--- src/rtl/tdm_pkg.sv ---
// Shared types and constants for the two-channel TDM receive path.
package tdm_pkg;

  localparam int DEF_WIDTH = 8;

  typedef enum logic {
    HUNT = 1'b0,
    RECV = 1'b1
  } state_t;

  function automatic int frame_len(input int width);
    return 2 * width;
  endfunction

  localparam int FRAME_LEN = frame_len(DEF_WIDTH);

endpackage

--- src/rtl/tdm_chan_shift.sv ---
// Per-channel MSB-first shift register; clear+enable together restarts the word with din.
module tdm_chan_shift
  import tdm_pkg::*;
#(
  parameter int WIDTH = DEF_WIDTH
) (
  input  logic             clk,
  input  logic             rst_n,
  input  logic             en,
  input  logic             clr,
  input  logic             din,
  output logic [WIDTH-1:0] q
);

  always_ff @(posedge clk or negedge rst_n) begin
    if (!rst_n) begin
      q <= '0;
    end else if (clr) begin
      q <= en ? {{(WIDTH-1){1'b0}}, din} : '0;
    end else if (en) begin
      q <= {q[WIDTH-2:0], din};
    end
  end

endmodule

--- src/rtl/tdm_demux2_1.sv ---
// 2:1 TDM demultiplexer: hunts for sync, deinterleaves A/B bits, and presents
// both words through a single valid/ready holding register.
module tdm_demux2_1
  import tdm_pkg::*;
#(
  parameter int WIDTH = DEF_WIDTH
) (
  input  logic             clk,
  input  logic             rst_n,
  input  logic             din,
  input  logic             din_valid,
  input  logic             frame_sync,
  output logic [WIDTH-1:0] out_a,
  output logic [WIDTH-1:0] out_b,
  output logic             out_valid,
  input  logic             out_ready,
  output logic             overrun,
  output logic             sync_err
);

  localparam int FLEN = frame_len(WIDTH);
  localparam int CW   = $clog2(FLEN);
  localparam logic [CW-1:0] LAST = CW'(FLEN - 1);

  state_t          state;
  logic [CW-1:0]   bit_cnt;
  logic [WIDTH-1:0] a_q;
  logic [WIDTH-1:0] b_q;

  logic start;
  logic data_bit;
  logic shift_a;
  logic shift_b;
  logic complete;
  logic load;

  // A sync always restarts the frame, whether hunting or mid-frame.
  assign start    = din_valid && frame_sync;
  assign data_bit = din_valid && !frame_sync && (state == RECV);
  assign shift_a  = start || (data_bit && !bit_cnt[0]);
  assign shift_b  = data_bit && bit_cnt[0];
  assign complete = data_bit && (bit_cnt == LAST);
  assign load     = complete && (!out_valid || out_ready);

  tdm_chan_shift #(.WIDTH(WIDTH)) u_shift_a (
    .clk   (clk),
    .rst_n (rst_n),
    .en    (shift_a),
    .clr   (start),
    .din   (din),
    .q     (a_q)
  );

  tdm_chan_shift #(.WIDTH(WIDTH)) u_shift_b (
    .clk   (clk),
    .rst_n (rst_n),
    .en    (shift_b),
    .clr   (start),
    .din   (din),
    .q     (b_q)
  );

  always_ff @(posedge clk or negedge rst_n) begin
    if (!rst_n) begin
      state     <= HUNT;
      bit_cnt   <= '0;
      out_a     <= '0;
      out_b     <= '0;
      out_valid <= 1'b0;
      overrun   <= 1'b0;
      sync_err  <= 1'b0;
    end else begin
      sync_err <= start && (state == RECV) && (bit_cnt != '0);

      if (start) begin
        state   <= RECV;
        bit_cnt <= CW'(1);
      end else if (data_bit) begin
        bit_cnt <= (bit_cnt == LAST) ? '0 : bit_cnt + CW'(1);
      end

      // The last B bit is still on din, so fold it in directly on load.
      if (load) begin
        out_a     <= a_q;
        out_b     <= {b_q[WIDTH-2:0], din};
        out_valid <= 1'b1;
      end else begin
        if (complete) begin
          overrun <= 1'b1;
        end
        if (out_valid && out_ready) begin
          out_valid <= 1'b0;
        end
      end
    end
  end

endmodule

--- config.mk ---
export PLATFORM = sky130hd
export DESIGN_NAME = tdm_demux2_1
export DESIGN_NICKNAME = d
export VERILOG_FILES = /design/src/rtl/tdm_pkg.sv /design/src/rtl/tdm_chan_shift.sv /design/src/rtl/tdm_demux2_1.sv
export SDC_FILE = /design/constraint.sdc
export NUM_CORES = 1
export LEC_CHECK = 0
export ABC_CLOCK_PERIOD_IN_PS = 2300
export BUFFER_PORTS_ARGS = -buffer_cell sky130_fd_sc_hd__buf_2
export CORE_MARGIN = 3
export CORE_UTILIZATION = 47
export CTS_CLUSTER_DIAMETER = 100
export DETAILED_ROUTE_END_ITERATION = 16
export MAX_ROUTING_LAYER = met4
export PLACE_DENSITY = 0.68
export SKIP_CTS_REPAIR_TIMING = 1
export SLEW_MARGIN = 10
export SYNTH_ARGS = -nofsm -noshare
export SYNTH_HDL_FRONTEND = slang
export SYNTH_SLANG_ARGS = --single-unit
export TNS_END_PERCENT = 10
--- constraint.sdc ---
create_clock -name clk -period 2.3 [get_ports clk]
set_input_delay 0.46 -clock clk [delete_from_list [all_inputs] [get_ports clk]]
set_output_delay 0.46 -clock clk [all_outputs]
set_load 0.01 [all_outputs]
==> results_tabular.tex <==
\begin{tabular}{lr}
\hline
Metric & Value \\
\hline
\multicolumn{2}{l}{\textbf{Status}} \\
Outcome & finished clean \\
\multicolumn{2}{l}{\textbf{Setup path}} \\
Kind of end point of the critical path & register \\
Kind of critical path & reg2reg \\
Critical path required time & between 2 and 3 ns \\
Endpoint of the worst-slack reg-to-reg timing path & out\_b[2] \\
Number of cells on the worst reg-to-reg path & 5 \\
Crit start category & register \\
Setup slack of the most critical reg-to-reg path & roughly 0.36 ns \\
WP data arrival & 2.17 ns \\
Reg2Reg Launch Point & bit\_cnt[0] \\
CP Max Fanout & 16 \\
\multicolumn{2}{l}{\textbf{Yosys}} \\
Cell Area, Synth & 1670 µm² \\
Synthesized area per cell & 11.9 µm² \\
Most repeated cell in the gate-level netlist after synthesis & sky130\_fd\_sc\_hd\_\_dfrtp\_1 \\
Warnings, synthesis & 0 \\
Primary FF master, synth & sky130\_fd\_sc\_hd\_\_dfrtp\_1 \\
Library cells used by synthesis & 29 \\
Top post-synthesis cells by count & sky130\_fd\_sc\_hd\_\_dfrtp\_1, sky130\_fd\_sc\_hd\_\_nand2\_1, sky130\_fd\_sc\_hd\_\_mux2\_4 \\
Number of enable flip-flop cells after synthesis & 0 \\
Syn Nets & 148 \\
Yosys top cell by area & sky130\_fd\_sc\_hd\_\_dfrtp\_1 \\
Sequential cell area fraction in the yosys report & 58.5\% \\
Synthesized instance count & 140 \\
Top cells by area, synth & sky130\_fd\_sc\_hd\_\_dfrtp\_1, sky130\_fd\_sc\_hd\_\_mux2\_4, sky130\_fd\_sc\_hd\_\_nand2\_1 \\
Flip-flop and latch count after synthesis & 39 \\
Ys async rst share & between 90\% and 100\% \\
Area share of the leading cell type in the synthesized netlist & 58.5\% \\
\multicolumn{2}{l}{\textbf{Floorplanning}} \\
CORE AREA & 3390 µm² \\
Chip Width & between 60 and 70 µm \\
Die H & approximately 66 µm \\
Initial core utilization & 49.2\% \\
Die Outline Area & 4300 µm² \\
Row count & 21 \\
Number of top-level design ports & 25 \\
\multicolumn{2}{l}{\textbf{Pwr}} \\
Final Total Pwr & 1.37 mW \\
Peak supply drop & approximately 0.00035 V \\
Leakage power & around 0.96 nW \\
Power density over cell area & 721 nW/µm² \\
\multicolumn{2}{l}{\textbf{STA}} \\
Final number of max-transition violations & 0 \\
Final setup violation count & 0 \\
Headroom to the max-slew limit & 44.4\% \\
Endpoints failing hold & 0 \\
Max frequency & 516 MHz \\
Min cycle time layout & 1.94 ns \\
Least-Margin Pin Slew & 0.833 ns \\
Clock Skew & 0.0115 ns \\
Final critical-path share of the clock period & a little over four fifths \\
RSZ-0062 raised after global routing & false \\
Setup TNS & 0 ns \\
\multicolumn{2}{l}{\textbf{Detailed routing}} \\
Mean routed wirelength per cell & 13.6 µm \\
Routed vias/inst & approximately 5.3 \\
Via count & 1131 \\
Final ANT Viol Nets & 0 \\
First drt pass iteration count & 4 \\
Violation count after the first detailed-route iteration & 69 \\
Total Wirelength & 2900 µm \\
Residual DRC & 0 \\
\multicolumn{2}{l}{\textbf{Global route}} \\
Pin count of the biggest net entering global routing & 40 \\
Congestion Overflow GR & 0 \\
Antenna violations before repair & 0 \\
Vias in the first global route & about 1100 \\
Total Routing Usage GR & 16.0\% \\
Global-route wire length before repair & 5050 µm \\
\multicolumn{2}{l}{\textbf{Placed design}} \\
Number of placed instances, taps included & 205 \\
RePlAce Congestion & 0.902 \\
Cell Area, Placed & 1810 µm² \\
IO buf count & 24 \\
DPL Wire Length & approximately 2000 µm \\
\multicolumn{2}{l}{\textbf{Layout}} \\
Share of layout cells above drive strength 1 & 31.7\% \\
Final design instance area without fill & 1890 µm² \\
Count of placed standard cells in the final layout, fillers left out & 213 \\
Sequential cell area in the final layout & 976 µm² \\
\# diodes & 0 \\
Area added between synthesis and finish & 13.5\% \\
Final core utilization & about 56\% \\
Filler cells & between 300 and 400 \\
Number of nets in the finished design & roughly 170 \\
Area of the multi-input gates & 632 µm² \\
\multicolumn{2}{l}{\textbf{Clocking}} \\
TritonCTS clock tree & done \\
Register clock-pin slew on the reported worst setup and hold paths & $\sim$0.12 ns \\
Number of clock buffers inserted by TritonCTS & 5 \\
Clock network latency to the later pin of the worst-skew pair & 0.34 ns \\
CTS H-tree depth & 2 \\
Clock Tree Buf Depth & 2 \\
Clock Sinks & 39 \\
CTS Root Buffer Type & sky130\_fd\_sc\_hd\_\_clkbuf\_4 \\
\multicolumn{2}{l}{\textbf{Run}} \\
Reported max-cap violation count & 0 \\
\multicolumn{2}{l}{\textbf{Hold path}} \\
Min-delay worst type & in2async \\
\hline
\end{tabular}
## routing by layer
layer,vias up,GRT usage (%),routed length [µm]
met2,25,24.4,1450
met4,0,7.25,36
met5,-,-,0
met1,571,19.1,1310
met3,4,5.81,103
li1,531,-,-
## logic make-up after synthesis
logic type,count (synthesis),synth area share [%]
AND/OR/NAND/NOR,48,13.5
flip-flops,39,58.5
AO/OA/AOI/OAI,25,9.15
multiplexers,17,13.7
buffers and inverters,9,3.67
adder cells (fa/ha/maj),2,1.50
## layout by cell type, fill, tap and decap left out, types with 2 or more instances in the layout
cell,n
sky130_fd_sc_hd__dfrtp_1,39
sky130_fd_sc_hd__nand2_1,32
sky130_fd_sc_hd__buf_2,24
sky130_fd_sc_hd__mux2_4,10
sky130_fd_sc_hd__a21oi_1,9
sky130_fd_sc_hd__o21ai_0,8
sky130_fd_sc_hd__mux2_2,7
sky130_fd_sc_hd__clkbuf_4,5
sky130_fd_sc_hd__nand3_1,4
sky130_fd_sc_hd__nor2_1,3
sky130_fd_sc_hd__inv_1,2
sky130_fd_sc_hd__nor2b_1,2
sky130_fd_sc_hd__and3_1,2
sky130_fd_sc_hd__ha_1,2
sky130_fd_sc_hd__buf_4,2
## flip-flops by register name, indices dropped and copies added (netlist names)
name	count
overrun	1
out_b	8
out_valid	1
u_shift_b.q	7
u_shift_a.q	8
out_a	8
sync_err	1
bit_cnt	4
state	1
## report_power, final
group          total (mW)  internal (mW)  switching (mW)
Sequential          0.755          0.718          0.0367
Clock               0.480          0.257           0.223
Combinational       0.132         0.0579          0.0743
## worst max-delay path, stage by stage (launching register included)
cell                      delay [ns]
sky130_fd_sc_hd__dfrtp_1        0.48
sky130_fd_sc_hd__ha_1           0.25
sky130_fd_sc_hd__and3_1         0.23
sky130_fd_sc_hd__and4b_1        0.22
sky130_fd_sc_hd__buf_4          0.28
sky130_fd_sc_hd__mux2_2         0.37
## final cells by class
class	count	area share (%)
Clock buffer	6	2.71
Inverter	2	0.396
Multi-Input combinational cell	92	33.4
Sequential cell	39	51.5
Timing Repair Buffer	26	7.13
Clock inverter	2	1.85
Tap cell	46	3.04
## how the worst max path moves through the flow
stage,slack (ns),start,endpoint,cells after the start
global placement,0.49,bit_cnt[0],out_a[7],5
global route,0.21,bit_cnt[0],out_a[7],5
CTS,0.35,bit_cnt[0],out_a[7],5
detailed placement,0.37,bit_cnt[0],out_a[7],5
finish,0.36,bit_cnt[0],out_b[2],5
floorplan,0.57,bit_cnt[0],out_a[0],6
## per-stage QoR
step           worst slack [ns]  hold slack [ns]
2_1_floorplan             0.575            0.164
3_3_place_gp              0.491            0.456
3_5_place_dp              0.372            0.466
4_1_cts                   0.354            0.236
5_1_grt                   0.209            0.243
6_report                  0.361            0.204
(Power assumes the default switching activity.)
